[src/rtl/mc_control_fsm.sv]
// Multicycle MIPS control FSM: sequences R-type/ADDI/SLTI/LW/SW/BEQ/J with a mem_ready handshake.
// Optional bus-timeout exception is built when MC_CTRL_TIMEOUT_EN is defined.
module mc_control_fsm #(
   parameter int unsigned TIMEOUT_CYCLES = 16,
   parameter int unsigned CNT_W          = 5,
   parameter int unsigned CAUSE_W        = 2
) (
   input  logic               clk,
   input  logic               rst_n,
   input  logic [5:0]         opcode,
   input  logic               zero,
   input  logic               mem_ready,
   output logic               mem_read,
   output logic               mem_write,
   output logic               i_or_d,
   output logic               ir_write,
   output logic               pc_en,
   output logic [1:0]         pc_source,
   output logic [1:0]         alu_op,
   output logic               alu_src_a,
   output logic [1:0]         alu_src_b,
   output logic               reg_write,
   output logic               reg_dst,
   output logic               mem_to_reg,
   output logic               epc_write,
   output logic               cause_write,
   output logic [CAUSE_W-1:0] cause,
   output logic               instr_done,
   output logic [3:0]         state
);

   typedef enum logic [3:0] {
      StFetch  = 4'd0,
      StDecode = 4'd1,
      StMemAdr = 4'd2,
      StMemRd  = 4'd3,
      StMemWb  = 4'd4,
      StMemWr  = 4'd5,
      StExec   = 4'd6,
      StAluWb  = 4'd7,
      StBranch = 4'd8,
      StJump   = 4'd9,
      StExcept = 4'd10
   } state_t;

   localparam logic [5:0] OpRtype = 6'b000000;
   localparam logic [5:0] OpAddi  = 6'b001000;
   localparam logic [5:0] OpSlti  = 6'b001010;
   localparam logic [5:0] OpLw    = 6'b100011;
   localparam logic [5:0] OpSw    = 6'b101011;
   localparam logic [5:0] OpBeq   = 6'b000100;
   localparam logic [5:0] OpJ     = 6'b000010;

   typedef struct packed {
      logic               mem_read;
      logic               mem_write;
      logic               i_or_d;
      logic               ir_write;
      logic               pc_en;
      logic [1:0]         pc_source;
      logic [1:0]         alu_op;
      logic               alu_src_a;
      logic [1:0]         alu_src_b;
      logic               reg_write;
      logic               reg_dst;
      logic               mem_to_reg;
      logic               epc_write;
      logic               cause_write;
      logic [CAUSE_W-1:0] cause;
      logic               instr_done;
      logic [3:0]         state;
   } ctrl_t;

   if (2 ** CNT_W <= TIMEOUT_CYCLES) begin : g_bad_cnt_w
      $error("CNT_W too narrow for TIMEOUT_CYCLES");
   end

   state_t             state_q, state_d;
   logic [CAUSE_W-1:0] cause_q, cause_d;
   logic               pc_write, pc_write_cond;
   logic               timeout;
   ctrl_t              ctl, ctl_g;

`ifdef MC_CTRL_TIMEOUT_EN
   logic [CNT_W-1:0] cnt_q, cnt_d;
   logic             waiting;

   assign timeout = (cnt_q == CNT_W'(TIMEOUT_CYCLES - 1));

   always_comb begin
      waiting = (state_q == StFetch) || (state_q == StMemRd) || (state_q == StMemWr);
      cnt_d   = cnt_q;
      if (state_d != state_q)          cnt_d = '0;
      else if (waiting && !mem_ready)  cnt_d = cnt_q + CNT_W'(1);
   end

   always_ff @(posedge clk or negedge rst_n) begin
      if (!rst_n) cnt_q <= '0;
      else        cnt_q <= cnt_d;
   end
`else
   assign timeout = 1'b0;
`endif

   always_ff @(posedge clk or negedge rst_n) begin
      if (!rst_n) begin
         state_q <= StFetch;
         cause_q <= '0;
      end else begin
         state_q <= state_d;
         cause_q <= cause_d;
      end
   end

   always_comb begin
      state_d       = state_q;
      cause_d       = cause_q;
      ctl           = '0;
      pc_write      = 1'b0;
      pc_write_cond = 1'b0;
      unique case (state_q)
         StFetch: begin
            ctl.mem_read  = 1'b1;
            ctl.alu_src_b = 2'b01;
            if (mem_ready) begin
               ctl.ir_write = 1'b1;
               pc_write     = 1'b1;
               state_d      = StDecode;
            end else if (timeout) begin
               state_d = StExcept;
               cause_d = CAUSE_W'(1);
            end
         end
         StDecode: begin
            // Branch target precomputed into ALUOut
            ctl.alu_src_b = 2'b11;
            unique case (opcode)
               OpRtype, OpAddi, OpSlti: state_d = StExec;
               OpLw, OpSw:              state_d = StMemAdr;
               OpBeq:                   state_d = StBranch;
               OpJ:                     state_d = StJump;
               default: begin
                  state_d = StExcept;
                  cause_d = '0;
               end
            endcase
         end
         StMemAdr: begin
            ctl.alu_src_a = 1'b1;
            ctl.alu_src_b = 2'b10;
            state_d       = (opcode == OpLw) ? StMemRd : StMemWr;
         end
         StMemRd: begin
            ctl.mem_read = 1'b1;
            ctl.i_or_d   = 1'b1;
            if (mem_ready) begin
               state_d = StMemWb;
            end else if (timeout) begin
               state_d = StExcept;
               cause_d = CAUSE_W'(1);
            end
         end
         StMemWb: begin
            ctl.reg_write  = 1'b1;
            ctl.mem_to_reg = 1'b1;
            ctl.instr_done = 1'b1;
            state_d        = StFetch;
         end
         StMemWr: begin
            ctl.mem_write = 1'b1;
            ctl.i_or_d    = 1'b1;
            if (mem_ready) begin
               ctl.instr_done = 1'b1;
               state_d        = StFetch;
            end else if (timeout) begin
               state_d = StExcept;
               cause_d = CAUSE_W'(1);
            end
         end
         StExec: begin
            ctl.alu_src_a = 1'b1;
            state_d       = StAluWb;
            case (opcode)
               OpRtype: begin
                  ctl.alu_src_b = 2'b00;
                  ctl.alu_op    = 2'b10;
               end
               OpSlti: begin
                  ctl.alu_src_b = 2'b10;
                  ctl.alu_op    = 2'b11;
               end
               default: begin
                  ctl.alu_src_b = 2'b10;
                  ctl.alu_op    = 2'b00;
               end
            endcase
         end
         StAluWb: begin
            ctl.reg_write  = 1'b1;
            ctl.reg_dst    = (opcode == OpRtype);
            ctl.instr_done = 1'b1;
            state_d        = StFetch;
         end
         StBranch: begin
            ctl.alu_src_a  = 1'b1;
            ctl.alu_op     = 2'b01;
            ctl.pc_source  = 2'b01;
            pc_write_cond  = 1'b1;
            ctl.instr_done = 1'b1;
            state_d        = StFetch;
         end
         StJump: begin
            ctl.pc_source  = 2'b10;
            pc_write       = 1'b1;
            ctl.instr_done = 1'b1;
            state_d        = StFetch;
         end
         StExcept: begin
            ctl.epc_write   = 1'b1;
            ctl.cause_write = 1'b1;
            ctl.pc_source   = 2'b11;
            ctl.cause       = cause_q;
            pc_write        = 1'b1;
            state_d         = StFetch;
         end
         default: state_d = StFetch;
      endcase
      ctl.pc_en = pc_write | (pc_write_cond & zero);
      ctl.state = state_q;
   end

   // Outputs are forced low combinationally while reset is asserted
   assign ctl_g = rst_n ? ctl : '0;

   assign mem_read    = ctl_g.mem_read;
   assign mem_write   = ctl_g.mem_write;
   assign i_or_d      = ctl_g.i_or_d;
   assign ir_write    = ctl_g.ir_write;
   assign pc_en       = ctl_g.pc_en;
   assign pc_source   = ctl_g.pc_source;
   assign alu_op      = ctl_g.alu_op;
   assign alu_src_a   = ctl_g.alu_src_a;
   assign alu_src_b   = ctl_g.alu_src_b;
   assign reg_write   = ctl_g.reg_write;
   assign reg_dst     = ctl_g.reg_dst;
   assign mem_to_reg  = ctl_g.mem_to_reg;
   assign epc_write   = ctl_g.epc_write;
   assign cause_write = ctl_g.cause_write;
   assign cause       = ctl_g.cause;
   assign instr_done  = ctl_g.instr_done;
   assign state       = ctl_g.state;

endmodule
[config.mk]
export PLATFORM = sky130hd
export DESIGN_NAME = mc_control_fsm
export DESIGN_NICKNAME = d
export VERILOG_FILES = /design/src/rtl/mc_control_fsm.sv
export SDC_FILE = /design/constraint.sdc
export NUM_CORES = 1
export LEC_CHECK = 0
export ABC_AREA = 1
export CAP_MARGIN = 20
export CELL_PAD_IN_SITES_DETAIL_PLACEMENT = 1
export CELL_PAD_IN_SITES_GLOBAL_PLACEMENT = 1
export CORE_MARGIN = 4
export CORE_UTILIZATION = 23
export DETAILED_ROUTE_END_ITERATION = 12
export PLACE_DENSITY_LB_ADDON = 0.1
export SLEW_MARGIN = 10
export SYNTH_ARGS = -nofsm -noshare
export SYNTH_HDL_FRONTEND = slang
export SYNTH_SLANG_ARGS = --single-unit
[constraint.sdc]
create_clock -name clk -period 1.4 [get_ports clk]
set_input_delay 0.14 -clock clk [delete_from_list [all_inputs] [get_ports clk]]
set_output_delay 0.14 -clock clk [all_outputs]
set_load 0.05 [all_outputs]
==> impl_results.html, run 1 <==
<table>
<tr><th>Metric</th><th>Value</th></tr>
<tr><th colspan="2">GRT</th></tr>
<tr><td>Largest net degree at the start of global routing</td><td>12</td></tr>
<tr><td>Number of antenna violations at the first check in global routing</td><td>0</td></tr>
<tr><th colspan="2">Synthesis</th></tr>
<tr><td>Number of flip-flops and latches in the synthesized netlist</td><td>4</td></tr>
<tr><td>Gate Count Post-Synth</td><td>118</td></tr>
<tr><td>Post-synthesis sequential area ratio</td><td>between 10% and 20%</td></tr>
<tr><td>Post-synthesis area per instance</td><td>5.206 sq um</td></tr>
<tr><td>Mapped cell area</td><td>just over 600 sq um</td></tr>
<tr><td>Count of warnings emitted by yosys</td><td>0</td></tr>
<tr><td>Post-synth cell types</td><td>20</td></tr>
<tr><th colspan="2">Place</th></tr>
<tr><td>Port Buffer Count</td><td>31</td></tr>
<tr><td>Global placer's final weighted congestion</td><td>around 0.84</td></tr>
<tr><td>HPWL after DPL</td><td>between 2 and 3 mm</td></tr>
<tr><td>Pre-CTS setup slack</td><td>-0.2322 ns</td></tr>
<tr><th colspan="2">Floorplan</th></tr>
<tr><td>Width of the die</td><td>about 60 um</td></tr>
<tr><td>Starting density of the core</td><td>about 24%</td></tr>
<tr><td>DIE HEIGHT</td><td>59.68 um</td></tr>
<tr><td>Top Ports</td><td>34</td></tr>
<tr><td>Number of rows in the core area</td><td>18</td></tr>
<tr><th colspan="2">CTS</th></tr>
<tr><td>Maximum clock insertion buffer count</td><td>2</td></tr>
<tr><td>Count of clock tree sinks</td><td>4</td></tr>
<tr><td>Hold buffer count at CTS</td><td>0</td></tr>
<tr><td>TritonCTS buffer count</td><td>3</td></tr>
<tr><td>Max H-tree Level</td><td>1</td></tr>
<tr><td>Buffer cell driving the clock tree root</td><td>sky130_fd_sc_hd__clkbuf_4</td></tr>
<tr><th colspan="2">STA</th></tr>
<tr><td>Pin category terminating the worst setup path after the last repair</td><td>output port</td></tr>
<tr><td>Final worst endpoint reported by repair_timing after global routing</td><td>pc_en</td></tr>
<tr><th colspan="2">Outcome</th></tr>
<tr><td>Stop Error</td><td>[ERROR DPL-0033] detailed placement checks failed during check placement.</td></tr>
<tr><td>Stage reached</td><td>5_1_grt</td></tr>
<tr><td>Status</td><td>aborted with a tool error</td></tr>
</table>
-- metrics by stage --
| step | TNS, ns | hold WS (ns) | instance area (sq um) | instances | util (%) |
|---|---|---|---|---|---|
| detailed placement | -2.821 | 0.7312 | 1555 | 211 | 61.66 |
| global placement | -2.064 | 0.7185 | 1555 | 211 | 61.66 |
| floorplan | -0.9609 | -0.1556 | 742.0 | 119 | - |
| CTS | -3.719 | 0.2765 | 1800 | 222 | 71.38 |
-- Yosys cell counts --
| cell | count | area share [%] |
|---|---|---|
| sky130_fd_sc_hd__buf_6 | 1 | 1.8 |
| sky130_fd_sc_hd__nor2_1 | 19 | 12 |
| sky130_fd_sc_hd__nor2_2 | 3 | 3.1 |
| sky130_fd_sc_hd__dfrtp_1 | 4 | 16 |
| sky130_fd_sc_hd__inv_1 | 23 | 14 |
| sky130_fd_sc_hd__a21oi_1 | 8 | 6.5 |
| sky130_fd_sc_hd__o211ai_1 | 1 | 1.2 |
| sky130_fd_sc_hd__o21ai_0 | 2 | 1.6 |
| sky130_fd_sc_hd__o21bai_1 | 1 | 1.2 |
| sky130_fd_sc_hd__a31oi_1 | 2 | 2.0 |
| sky130_fd_sc_hd__nand2_2 | 1 | 1.0 |
| sky130_fd_sc_hd__inv_2 | 1 | 0.61 |
| sky130_fd_sc_hd__nand3_1 | 11 | 9.0 |
| sky130_fd_sc_hd__conb_1 | 1 | 0.61 |
| sky130_fd_sc_hd__a211oi_2 | 1 | 2.0 |
| sky130_fd_sc_hd__buf_4 | 3 | 3.7 |
| sky130_fd_sc_hd__clkbuf_1 | 1 | 0.61 |
| sky130_fd_sc_hd__nor3_1 | 4 | 3.3 |
| sky130_fd_sc_hd__nand2_1 | 29 | 18 |
| sky130_fd_sc_hd__nand4_1 | 2 | 2.0 |
-- timing repair --
action,CTS
pin swaps,17
setup endpoints to repair,20
buffers inserted,8
resized for setup,56
-- cell families after synthesis --
| group | Yosys count | share of synthesized area (%) |
|---|---|---|
| AOI/OAI and AO/OA | 15 | 14.66 |
| buffers and inverters | 29 | 20.77 |
| DFF | 4 | 16.29 |
| other | 1 | 0.6104 |
| and+or+nand+nor | 69 | 47.66 |
==> run 2, diff against run 1 <==
CELL_PAD_IN_SITES_DETAIL_PLACEMENT = not set   (was 1)
CELL_PAD_IN_SITES_GLOBAL_PLACEMENT = not set   (was 1)
CORE_AREA = 4 4 65 67   (was not set)
CORE_MARGIN = not set   (was 4)
CORE_UTILIZATION = not set   (was 23)
DIE_AREA = 0 0 69 71   (was not set)
PLACE_DENSITY_LB_ADDON = 0.15   (was 0.1)
==> impl_results.html, run 2 <==
<table>
<tr><th>Metric</th><th>Value</th></tr>
<tr><th colspan="2">Synthesis</th></tr>
<tr><td>Top post-synthesis cells by area</td><td>sky130_fd_sc_hd__nand2_1 18%, sky130_fd_sc_hd__dfrtp_1 16%, sky130_fd_sc_hd__inv_1 14%</td></tr>
<tr><td>Most common cell in the netlist</td><td>sky130_fd_sc_hd__nand2_1</td></tr>
<tr><td>Post-synthesis area per instance</td><td>5.206 sq um (unchanged)</td></tr>
<tr><td>Top_reg_cell synth</td><td>sky130_fd_sc_hd__dfrtp_1</td></tr>
<tr><td>Count of warnings emitted by yosys</td><td>0 (unchanged)</td></tr>
<tr><td>Cell taking the most area after synthesis</td><td>sky130_fd_sc_hd__nand2_1</td></tr>
<tr><td>Gate Count Post-Synth</td><td>118 (unchanged)</td></tr>
<tr><td>Number of enable-type register cells in the synthesized netlist</td><td>0 (unchanged)</td></tr>
<tr><td>Mapped cell area</td><td>614.3 sq um (unchanged)</td></tr>
<tr><td>Area share of the largest cell type after synthesis</td><td>17.72% (unchanged)</td></tr>
<tr><td>Number of flip-flops and latches in the synthesized netlist</td><td>4 (unchanged)</td></tr>
<tr><td>Cell types with the highest counts after synthesis</td><td>29 x sky130_fd_sc_hd__nand2_1, 23 x sky130_fd_sc_hd__inv_1, 19 x sky130_fd_sc_hd__nor2_1, 11 x sky130_fd_sc_hd__nand3_1, 8 x sky130_fd_sc_hd__a21oi_1</td></tr>
<tr><td>Async set-or-reset flop fraction in the synthesized netlist</td><td>100.0% (unchanged)</td></tr>
<tr><td>Post-synth cell types</td><td>20 (unchanged)</td></tr>
<tr><td>Post-synthesis sequential area ratio</td><td>16.29% (unchanged)</td></tr>
<tr><th colspan="2">Outcome</th></tr>
<tr><td>Failing checks</td><td>setup timing</td></tr>
<tr><td>Status</td><td>finished, violations left</td></tr>
<tr><th colspan="2">Worst setup path</th></tr>
<tr><td>Arrival time at the worst endpoint</td><td>1.55 ns</td></tr>
<tr><td>Required time at the worst-slack endpoint</td><td>1.26 ns</td></tr>
<tr><td>Worst setup path class</td><td>flip-flop to output pin</td></tr>
<tr><td>Worst reg2reg path depth</td><td>9</td></tr>
<tr><td>Kind of capture point of the worst setup path</td><td>output pin</td></tr>
<tr><td>Top Family by Delay on Critical Path</td><td>flip-flops</td></tr>
<tr><td>Max stage delay cell, worst path</td><td>sky130_fd_sc_hd__dfrtp_1</td></tr>
<tr><td>Worst-case register-to-register setup slack</td><td>about 0.01 ns</td></tr>
<tr><td>CP bufs+invs</td><td>2</td></tr>
<tr><td>End of the worst register-to-register path</td><td>state_q[2]$_DFFE_PN0P_</td></tr>
<tr><td>Worst Setup Start Kind</td><td>flip-flop</td></tr>
<tr><td>Critical register-to-register path startpoint</td><td>state_q[1]$_DFFE_PN0P_</td></tr>
<tr><td>Maximum cell stage delay along the critical path</td><td>between 0.4 and 0.5 ns</td></tr>
<tr><td>Series of cell instances along the critical path</td><td>buf_4 &gt; nand2_2 &gt; nor2_4 &gt; nand4_1 &gt; a21oi_4 &gt; buf_12</td></tr>
<tr><td>Highest fanout seen on the critical path</td><td>3</td></tr>
<tr><th colspan="2">Place</th></tr>
<tr><td>Pre-CTS setup slack</td><td>-0.2013 ns (+0.03091 ns)</td></tr>
<tr><td>Global placer's final weighted congestion</td><td>0.8714 (+4.2%)</td></tr>
<tr><td>Port Buffer Count</td><td>31 (unchanged)</td></tr>
<tr><td>HPWL after DPL</td><td>2.051 mm (-22%)</td></tr>
<tr><th colspan="2">STA</th></tr>
<tr><td>Fin. max-slew vios</td><td>0</td></tr>
<tr><td>Final clock period utilization by the worst path</td><td>120.9%</td></tr>
<tr><td>Max frequency</td><td>just under 0.6 GHz</td></tr>
<tr><td>Final clock skew</td><td>~0.0017 ns</td></tr>
<tr><td>Minimum clock period</td><td>around 1.7 ns</td></tr>
<tr><td>Setup_tns</td><td>-3.606 ns</td></tr>
<tr><td>Final setup fails</td><td>19</td></tr>
<tr><td>Setup repair after global routing missed its margin</td><td>yes</td></tr>
<tr><td>Setup WS post-layout</td><td>-0.2926 ns</td></tr>
<tr><td>Worst hold margin</td><td>just over 0.05 ns</td></tr>
<tr><td>Total count of hold-check failures in the final report</td><td>0</td></tr>
<tr><th colspan="2">Detailed routing</th></tr>
<tr><td>Initial drt markers</td><td>25</td></tr>
<tr><td>Vias per Instance</td><td>between 4 and 5</td></tr>
<tr><td>Post-Route WL</td><td>between 2 and 3 mm</td></tr>
<tr><td>First-pass iteration count of the detailed router</td><td>4</td></tr>
<tr><td>Via count of the routed design</td><td>1040</td></tr>
<tr><td>Detail Route Antenna Nets</td><td>0</td></tr>
<tr><td>Final routed DRC violation total</td><td>0</td></tr>
<tr><td>Routed WL per cell</td><td>approximately 12 um</td></tr>
<tr><th colspan="2">Layout</th></tr>
<tr><td>Inserted Diodes</td><td>0</td></tr>
<tr><td>Final layout net count</td><td>210</td></tr>
<tr><td>Share of layout cells above drive strength 1</td><td>around 67%</td></tr>
<tr><td>Register ranked first by flip-flop count</td><td>state_q</td></tr>
<tr><td>Top flop regs</td><td>state_q x4</td></tr>
<tr><td>Area overhead of the layout relative to synthesis</td><td>218.7%</td></tr>
<tr><td>Filler cell count</td><td>320</td></tr>
<tr><td>Multi-input gate area</td><td>about 700 sq um</td></tr>
<tr><td>Max FFs per register</td><td>4</td></tr>
<tr><td>Reg area</td><td>slightly above 100 sq um</td></tr>
<tr><td>Most frequent standard cell in the layout excluding fill and tap cells</td><td>sky130_fd_sc_hd__buf_4</td></tr>
<tr><td>Commonest non-fill, non-tap cells in the layout</td><td>38 x sky130_fd_sc_hd__buf_4, 22 x sky130_fd_sc_hd__buf_12, 20 x sky130_fd_sc_hd__nand2_1</td></tr>
<tr><th colspan="2">Floorplan</th></tr>
<tr><td>Number of rows in the core area</td><td>22 (+4)</td></tr>
<tr><td>Width of the die</td><td>69 um (+16%)</td></tr>
<tr><td>Area of the core region</td><td>3633 sq um</td></tr>
<tr><td>Starting density of the core</td><td>16.91% (-7.4 points)</td></tr>
<tr><td>Top Ports</td><td>34 (unchanged)</td></tr>
<tr><td>DIE HEIGHT</td><td>71 um (+19%)</td></tr>
<tr><td>Die footprint</td><td>4899 sq um</td></tr>
<tr><th colspan="2">Job</th></tr>
<tr><td>Max-cap viol count</td><td>0</td></tr>
<tr><th colspan="2">GRT</th></tr>
<tr><td>Number of antenna violations at the first check in global routing</td><td>0</td></tr>
<tr><td>GRT Resource Usage Total</td><td>a little under an eighth</td></tr>
<tr><td>Gr ovfl total</td><td>0</td></tr>
<tr><td>Wire length of the first global-routing pass</td><td>about 4.8 mm</td></tr>
<tr><td>Vias in the first global route</td><td>roughly 1100</td></tr>
<tr><td>Largest net degree at the start of global routing</td><td>8</td></tr>
<tr><th colspan="2">CTS</th></tr>
<tr><td>Max H-tree Level</td><td>1 (unchanged)</td></tr>
<tr><td>Count of clock tree sinks</td><td>4 (unchanged)</td></tr>
<tr><td>Clock transition at path regs</td><td>approximately 0.030 ns</td></tr>
<tr><td>Maximum clock insertion buffer count</td><td>2 (unchanged)</td></tr>
<tr><td>Hold buffer count at CTS</td><td>0 (unchanged)</td></tr>
<tr><td>TritonCTS buffer count</td><td>3 (unchanged)</td></tr>
<tr><td>CTS tree</td><td>yes</td></tr>
<tr><td>Clk_lat worst skew</td><td>around 0.23 ns</td></tr>
<tr><td>Buffer cell driving the clock tree root</td><td>sky130_fd_sc_hd__clkbuf_8</td></tr>
<tr><th colspan="2">Power and ir drop</th></tr>
<tr><td>Total power draw</td><td>3605 uW</td></tr>
<tr><td>Standby leakage power</td><td>0.0009335 uW</td></tr>
<tr><td>Power density over the cells</td><td>about 1800 nW/um^2</td></tr>
<tr><td>VDD IR-drop max</td><td>0.8263 mV</td></tr>
<tr><th colspan="2">Min path</th></tr>
<tr><td>Hold/Removal Path Class</td><td>input pin to async pin</td></tr>
</table>
run 2: cell counts after synthesis:
Identical to the previous run, type by type.
run 2: timing repair:
| item | in CTS | in global routing |
|---|---|---|
| gates resized for setup | 39 | 39 |
| setup endpoints to repair | 20 | 22 |
| setup buffers | 9 | 8 |
| pin swaps | 9 | 17 |
run 2: worst min-delay path: cells and delay by family:
family,cells,cell delay (ns)
buffers and inverters,3,0.46
run 2: kinds of logic (layout without fill, tap and decap cells):
group,count (synthesis),count (layout),synth area share (%)
and+or+nand+nor,69,69,47.66
buffers and inverters,29,108,20.77
AOI/OAI and AO/OA,15,15,14.66
DFF,4,4,16.29
other,1,2,0.6104
run 2: routing by layer:
metal / up-vias / global-route usage [%] / part of all wire [%]
met2: 24 / 19.92 / 54
met1: 486 / 13.79 / 40
met4: 0 / 3.688 / 0.99
met5: - / 0 / 0
met3: 5 / 4.688 / 5.2
li1: 525 / - / -
run 2: power breakdown:
group          internal, uW  total, uW  switching, uW
logic                  1470       3070           1590
clock network           184        254           69.8
registers               175        285            109
total                  1830       3600           1770
run 2: layout make-up:
type                    count  share of cell area (%)
flip-flops and latches      4                   5.304
clock buffers               3                   2.109
repair buffers             81                   48.88
multi-input cells          86                   35.91
inverters                  24                   4.728
well taps                  48                   3.067
run 2: worst max-delay path by stage:
stage	startpoint	to	slack, ns	cells past startpoint
after detailed placement	state_q[0]$_DFFE_PN0P_	pc_en	-0.20	5
after floorplan	state_q[2]$_DFFE_PN0P_	epc_write	-0.35	4
final	state_q[1]$_DFFE_PN0P_	alu_op[0]	-0.29	6
after CTS	state_q[1]$_DFFE_PN0P_	i_or_d	-0.27	8
after global placement	state_q[0]$_DFFE_PN0P_	pc_en	-0.18	5
after global routing	state_q[1]$_DFFE_PN0P_	pc_en	-0.34	7
run 2: metrics by stage:
step | instances | utilization (%) | area, sq um
after global placement | 227 | 42.67 | 1550
after floorplan | 119 | - | 742.0
after detailed placement | 227 | 42.67 | 1550
final | 246 | 53.89 | 1958
after CTS | 239 | 48.28 | 1754
after global routing | 246 | 53.89 | 1958
Note: power is estimated with default switching activity, not from simulation.
==> run 3, diff against run 2 <==
CAP_MARGIN = 5   (was 20)
PLACE_DENSITY_LB_ADDON = 0.1   (was 0.15)
==> impl_results.html, run 3 (synthesized netlist as in run 2, its figures left out) <==
<table>
<tr><th>Metric</th><th>Value</th></tr>
<tr><th colspan="2">Job</th></tr>
<tr><td>Max-cap viol count</td><td>0 (unchanged)</td></tr>
<tr><th colspan="2">CTS</th></tr>
<tr><td>TritonCTS buffer count</td><td>3 (unchanged)</td></tr>
<tr><td>Max H-tree Level</td><td>1 (unchanged)</td></tr>
<tr><td>Buffer cell driving the clock tree root</td><td>sky130_fd_sc_hd__clkbuf_8</td></tr>
<tr><td>Clock transition at path regs</td><td>0.03 ns (about the same)</td></tr>
<tr><td>Maximum clock insertion buffer count</td><td>2 (unchanged)</td></tr>
<tr><td>Clk_lat worst skew</td><td>0.22 ns (about the same)</td></tr>
<tr><td>Count of clock tree sinks</td><td>4 (unchanged)</td></tr>
<tr><td>CTS tree</td><td>yes</td></tr>
<tr><th colspan="2">Outcome</th></tr>
<tr><td>Failing checks</td><td>setup timing</td></tr>
<tr><td>Status</td><td>finished, violations left</td></tr>
<tr><th colspan="2">Detailed routing</th></tr>
<tr><td>Initial drt markers</td><td>14 (-44%)</td></tr>
<tr><td>Vias per Instance</td><td>4.127 (-2.4%)</td></tr>
<tr><td>Routed WL per cell</td><td>11.42 um (-3.7%)</td></tr>
<tr><td>Final routed DRC violation total</td><td>0 (unchanged)</td></tr>
<tr><td>Detail Route Antenna Nets</td><td>0 (unchanged)</td></tr>
<tr><td>Via count of the routed design</td><td>978 (-6.0%)</td></tr>
<tr><td>First-pass iteration count of the detailed router</td><td>4 (unchanged)</td></tr>
<tr><td>Post-Route WL</td><td>2.707 mm (-7.2%)</td></tr>
<tr><th colspan="2">Floorplan</th></tr>
<tr><td>Number of rows in the core area</td><td>22 (unchanged)</td></tr>
<tr><td>DIE HEIGHT</td><td>71 um (unchanged)</td></tr>
<tr><td>Top Ports</td><td>34 (unchanged)</td></tr>
<tr><td>Die footprint</td><td>4899 sq um (unchanged)</td></tr>
<tr><td>Starting density of the core</td><td>16.91% (unchanged)</td></tr>
<tr><td>Area of the core region</td><td>3633 sq um (unchanged)</td></tr>
<tr><td>Width of the die</td><td>69 um (unchanged)</td></tr>
<tr><th colspan="2">Layout</th></tr>
<tr><td>Share of layout cells above drive strength 1</td><td>64.55% (-2.6 points)</td></tr>
<tr><td>Inserted Diodes</td><td>0 (unchanged)</td></tr>
<tr><td>Most frequent standard cell in the layout excluding fill and tap cells</td><td>sky130_fd_sc_hd__buf_4</td></tr>
<tr><td>Area overhead of the layout relative to synthesis</td><td>195.7%</td></tr>
<tr><td>Final layout net count</td><td>201 (-4.3%)</td></tr>
<tr><td>Commonest non-fill, non-tap cells in the layout</td><td>34 x sky130_fd_sc_hd__buf_4, 22 x sky130_fd_sc_hd__buf_12, 20 x sky130_fd_sc_hd__nand2_1</td></tr>
<tr><td>Top flop regs</td><td>state_q x4</td></tr>
<tr><td>Max FFs per register</td><td>4 (unchanged)</td></tr>
<tr><td>Register ranked first by flip-flop count</td><td>state_q</td></tr>
<tr><th colspan="2">Place</th></tr>
<tr><td>Pre-CTS setup slack</td><td>-0.1561 ns (+0.04517 ns)</td></tr>
<tr><td>Port Buffer Count</td><td>31 (unchanged)</td></tr>
<tr><td>Global placer's final weighted congestion</td><td>0.8244 (-5.4%)</td></tr>
<tr><td>HPWL after DPL</td><td>2.219 mm (+8.2%)</td></tr>
<tr><th colspan="2">Worst setup path</th></tr>
<tr><td>Arrival time at the worst endpoint</td><td>1.50 ns (-0.05 ns)</td></tr>
<tr><td>Highest fanout seen on the critical path</td><td>6 (+3)</td></tr>
<tr><td>Required time at the worst-slack endpoint</td><td>1.26 ns (about the same)</td></tr>
<tr><td>Kind of capture point of the worst setup path</td><td>output pin</td></tr>
<tr><td>Worst setup path class</td><td>flip-flop to output pin</td></tr>
<tr><td>Worst Setup Start Kind</td><td>flip-flop</td></tr>
<tr><th colspan="2">GRT</th></tr>
<tr><td>Number of antenna violations at the first check in global routing</td><td>0 (unchanged)</td></tr>
<tr><td>Gr ovfl total</td><td>0 (unchanged)</td></tr>
<tr><td>GRT Resource Usage Total</td><td>11.69% (-0.14 points)</td></tr>
<tr><td>Largest net degree at the start of global routing</td><td>7 (-1)</td></tr>
<tr><td>Vias in the first global route</td><td>1012 (-6.6%)</td></tr>
<tr><td>Wire length of the first global-routing pass</td><td>4.602 mm (-3.2%)</td></tr>
<tr><th colspan="2">Power and ir drop</th></tr>
<tr><td>Standby leakage power</td><td>0.0008404 uW (-10%)</td></tr>
<tr><td>Net Switching</td><td>1631 uW (-7.9%)</td></tr>
<tr><td>Total power draw</td><td>3273 uW (-9.2%)</td></tr>
<tr><td>Portion of total power attributed to sequential cells</td><td>9.0% (+1.1 points)</td></tr>
<tr><td>Power density over the cells</td><td>1801 nW/um^2 (-2.2%)</td></tr>
<tr><td>Cell Int Power</td><td>1642 uW (-10%)</td></tr>
<tr><td>Comb pwr share</td><td>83.4% (-1.7 points)</td></tr>
<tr><td>Relative contribution of the clock network to total power</td><td>7.6% (+0.6 points)</td></tr>
<tr><td>Switch share</td><td>49.83% (+0.70 points)</td></tr>
<tr><td>VDD IR-drop max</td><td>0.9110 mV (+10%)</td></tr>
<tr><th colspan="2">STA</th></tr>
<tr><td>Final setup fails</td><td>18 (-1)</td></tr>
<tr><td>Max frequency</td><td>0.6110 GHz (+3.4%)</td></tr>
<tr><td>Final clock period utilization by the worst path</td><td>116.9% (-4.0 points)</td></tr>
<tr><td>Setup repair after global routing missed its margin</td><td>yes</td></tr>
<tr><td>Final clock skew</td><td>0.0005066 ns (-0.001214 ns)</td></tr>
<tr><td>Fin. max-slew vios</td><td>0 (unchanged)</td></tr>
<tr><td>Setup WS post-layout</td><td>-0.2367 ns (+0.05587 ns)</td></tr>
<tr><td>Setup_tns</td><td>-2.691 ns (+0.9143 ns)</td></tr>
<tr><td>Total count of hold-check failures in the final report</td><td>0 (unchanged)</td></tr>
<tr><td>Minimum clock period</td><td>1.637 ns (-0.05587 ns)</td></tr>
<tr><th colspan="2">Min path</th></tr>
<tr><td>Hold/Removal Path Class</td><td>input pin to flip-flop</td></tr>
</table>
## run 3: repair_timing
| item | 4_1_cts | 5_1_grt |
|---|---|---|
| pin swaps | 7 | 14 |
| resized for setup | 29 | 31 |
| setup endpoints to repair | 18 | 22 |
| hold buffers | 0 | 1 |
| buffers inserted | 3 | 4 |
| hold endpoints to repair | 0 | 4 |
## run 3: critical path, cell delays in order, from the launching register on
cell	delay (ns)
sky130_fd_sc_hd__dfrtp_2	0.48
sky130_fd_sc_hd__inv_4	0.07
sky130_fd_sc_hd__nor2_2	0.13
sky130_fd_sc_hd__o21ai_1	0.08
sky130_fd_sc_hd__buf_4	0.15
sky130_fd_sc_hd__a31oi_4	0.20
sky130_fd_sc_hd__buf_12	0.16
## run 3: final timing paths
kind / startpoint / endpoint / slack (ns) / cells after the start
hold / removal: opcode[0] / state_q[1]$_DFFE_PN0P_ / 0.41 / 5
hold reg to reg: state_q[0]$_DFFE_PN0P_ / state_q[1]$_DFFE_PN0P_ / 0.85 / 5
max in group asynchronous: rst_n / state_q[2]$_DFFE_PN0P_ / 0.72 / 3
setup reg to reg: state_q[3]$_DFFE_PN0P_ / state_q[0]$_DFFE_PN0P_ / 0.01 / 10
setup / recovery: state_q[1]$_DFFE_PN0P_ / pc_en / -0.24 / 6
min in group asynchronous: rst_n / state_q[0]$_DFFE_PN0P_ / 0.49 / 3
## run 3: metal layers
metal / global-route usage (%) / vias up / wire length, um
met3: 4.403 / 2 / 133
li1: - / 512 / -
met4: 3.254 / 0 / 14
met2: 19.28 / 20 / 1381
met5: 0 / - / 0
met1: 14.24 / 444 / 1177
## run 3: layout make-up
type | instances | area, sq um
Timing Repair Buffer | 72 | 868.3
Multi-Input combinational cell | 86 | 643.1
Sequential cell | 4 | 103.9
Fill cell | 373 | 1817
Tap cell | 48 | 60.06
Clock buffer | 3 | 41.29
Inverter | 24 | 100.1
## run 3: metrics by stage
step | hold WS (ns) | cells | utilization [%] | cell area, sq um
after floorplan | -0.1556 | 119 | - | 742.0
after global placement | 0.4828 | 228 | 42.87 | 1558
after detailed placement | 0.4962 | 228 | 42.87 | 1558
after CTS | 0.2666 | 234 | 46.69 | 1697
after global routing | 0.4857 | 237 | 50.00 | 1817
final | 0.4114 | 237 | 50.00 | 1817
## run 3: power groups by stage
| stage | clock [uW] | sequential [uW] | combinational [uW] |
|---|---|---|---|
| after global placement | 0 | 254 | 2340 |
| after CTS | 254 | 274 | 2540 |
| after detailed placement | 0 | 246 | 2350 |
| after floorplan | 0 | 211 | 1240 |
| after global routing | 271 | 307 | 2900 |
| final | 250 | 295 | 2730 |
==> run 4, diff against run 3 <==
SLEW_MARGIN = 5   (was 10)
==> results of run 4 <==
No change in the layout: final DEF, timing and power equal those of run 3.
==> RTL change (config.mk and constraints of run 2) <==
`CAUSE_W`: 2 -> 4.
--- a/src/rtl/mc_control_fsm.sv
+++ b/src/rtl/mc_control_fsm.sv
@@ -4,5 +4,5 @@
    parameter int unsigned TIMEOUT_CYCLES = 16,
    parameter int unsigned CNT_W          = 5,
-   parameter int unsigned CAUSE_W        = 2
+   parameter int unsigned CAUSE_W        = 4
 ) (
    input  logic               clk,
Interface: changed (resized cause); port bits go from 34 to 36. No check against the original RTL was run, so the function may have changed too.
==> RTL change against run 2 <==
The run ends with hold timing, setup timing left. Sequential cell count unchanged. Power is 3.5% lower. First-iteration DRC count increased by 96%. Clock power decreased by 2%. Sequential power grew 12%. Final area decreased by 3.5%. Synthesized area up 2.4%. Setup slack improved by 0.034 ns. Count of clock-buffer cells in the layout unchanged. Final cell count is 3.3% lower. Routed wire length decreased by 0.17%. Global-route usage decreased by 0.66 points. Critical path type unchanged. Largest power group unchanged.
==> RTL change: results (changes against run 2) <==
* First-pass GRT wire length at 4485 um (-5.7%)
* Worst min path class: in2async
* Sequential share of the synthesized area at 15.90% (-0.39 points)
* Critical path peak fanout at 4 (+1)
* Final Setup Violations at 18 (-1)
* Wire per inst at 12.24 um (+3.2%)
* Worst R2R End: state_q[2]$_DFFE_PN0P_
* Fillers at 345 (+7.8%)
* Clk_lat worst skew at between 0.2 and 0.25 ns
* Leakage at 0.8585 nW (-8.0%)
* Final hold violation count at 2 (+2)
* Post-DP HPWL at 2125 um (+3.6%)
* First DRT Iteration DRCs at 49 (+96%)
* Violated checks: hold timing, setup timing
* Area contributors post-synth: nand2_1 17%, dfrtp_1 16%, inv_1 14%
* Internal cell power at 1.714 mW (-6.6%)
* Fin nets at 202 (-3.8%)
* DP Area at 0.001570 mm^2 (+1.3%)
* Reg-to-reg startpoint: state_q[0]$_DFFE_PN0P_
* Skew final at 0.002451 ns (+0.0007297 ns)
* GPL Wtd Cong at 0.7943 (-8.8%)
* CTS max path bufs at 2 (unchanged)
* Hold slack final at -0.001567 ns (-0.05289 ns)
* Post-route setup slack at -0.2588 ns (+0.03376 ns)
* IO buf count at 31 (unchanged)
* Biggest regs: state_q (4)
* CTS H-tree lvls at 1 (unchanged)
* Clk root buf: clkbuf_8
* Reg-to-reg slack, setup at 0.01 ns (about the same)
* GRT Util Overall at 11.17% (-0.66 points)
* Largest net degree at the start of global routing at 12 (+4)
* Status: complete, but fails checks
* Reg2Reg Depth at 9 (unchanged)
* Pre-CTS WS at -0.1877 ns (+0.01360 ns)
* WP data arrival at 1.52 ns (-0.03 ns)
* Share of cells above drive strength 1 at 65.79% (-1.4 points)
* Max VDD drop at 1.074 mV (+30%)
* Ys async rst share at 100.0% (unchanged)
* Antenna violations before repair at 0 (unchanged)
* Via Count at 1001 (-3.8%)
RTL change: cell types whose count changed in the layout (fill, tap and decap cells not counted), sizes merged:
cell	delta
dlygate4sd2	-2
dlymetal6s2s	-3
clkdlybuf4s50	+5
conb	+2
buf	-10
RTL change: through the flow:
stage / util (%) / hold slack (ns) / instances / setup TNS (ns) / power, mW
after detailed placement: 43.22 / 0.5028 / 229 / -0.8866 / 2.598
after global routing: 52.00 / 0.01523 / 238 / -4.553 / 3.678
final: 52.00 / -0.001567 / 238 / -3.257 / 3.479
after floorplan: - / -0.1556 / 123 / -0.9609 / 1.467
after global placement: 43.22 / 0.5056 / 229 / -0.7880 / 2.603
after CTS: 47.76 / 0.001080 / 237 / -3.177 / 3.124
RTL change: layout make-up:
class	count	share of cell area (%)
Timing Repair Buffer	71	46.69
Multi-Input combinational cell	88	37.09
Sequential cell	4	5.563
Inverter	24	5.298
Tap cell	48	3.179
Clock buffer	3	2.185
RTL change: worst max-delay path, cell delays in order, from the launching register on:
cell and delay, ns:
dfrtp_2 0.44, inv_2 0.11, nand2_4 0.07, buf_6 0.13
nor2_4 0.08, buf_6 0.12, inv_6 0.04, a21oi_4 0.16
buf_12 0.15
RTL change: worst max path at each step:
| stage | slack (ns) | to | cells after the start | startpoint |
|---|---|---|---|---|
| 2_1_floorplan | -0.35 | epc_write | 4 | state_q[2]$_DFFE_PN0P_ |
| 3_3_place_gp | -0.14 | alu_op[0] | 6 | opcode[1] |
| 3_5_place_dp | -0.19 | alu_op[0] | 6 | opcode[1] |
| 4_1_cts | -0.25 | pc_en | 7 | state_q[2]$_DFFE_PN0P_ |
| 5_1_grt | -0.32 | pc_en | 6 | state_q[0]$_DFFE_PN0P_ |
| 6_report | -0.26 | i_or_d | 8 | state_q[3]$_DFFE_PN0P_ |
RTL change: power by group through the flow:
stage                     Clock (mW)  Combinational, mW  Sequential (mW)
after global placement             0               2.36            0.247
after CTS                      0.254               2.59            0.277
after global routing           0.263               3.09            0.329
after detailed placement           0               2.35            0.250
final                          0.250               2.91            0.318
after floorplan                    0               1.26            0.211
RTL change: kinds of logic after synthesis:
family	synth area share (%)
flops	15.91
buf+inv	22.66
simple gates	46.52
other cells	0.5958
compound gates	14.31
RTL change: metal layers:
layer,GRT usage (%),wire [um]
met5,0,0
met4,3.254,16
met3,3.977,141
met2,19.07,1580
met1,13.16,1174
RTL change: repair_timing:
| item | CTS | global route |
|---|---|---|
| pin swaps | 11 | 21 |
| gates resized for setup | 33 | 43 |
| buffers inserted | 5 | 3 |
| endpoints found under the setup margin | 18 | 21 |
| cloned | 0 | 0 |
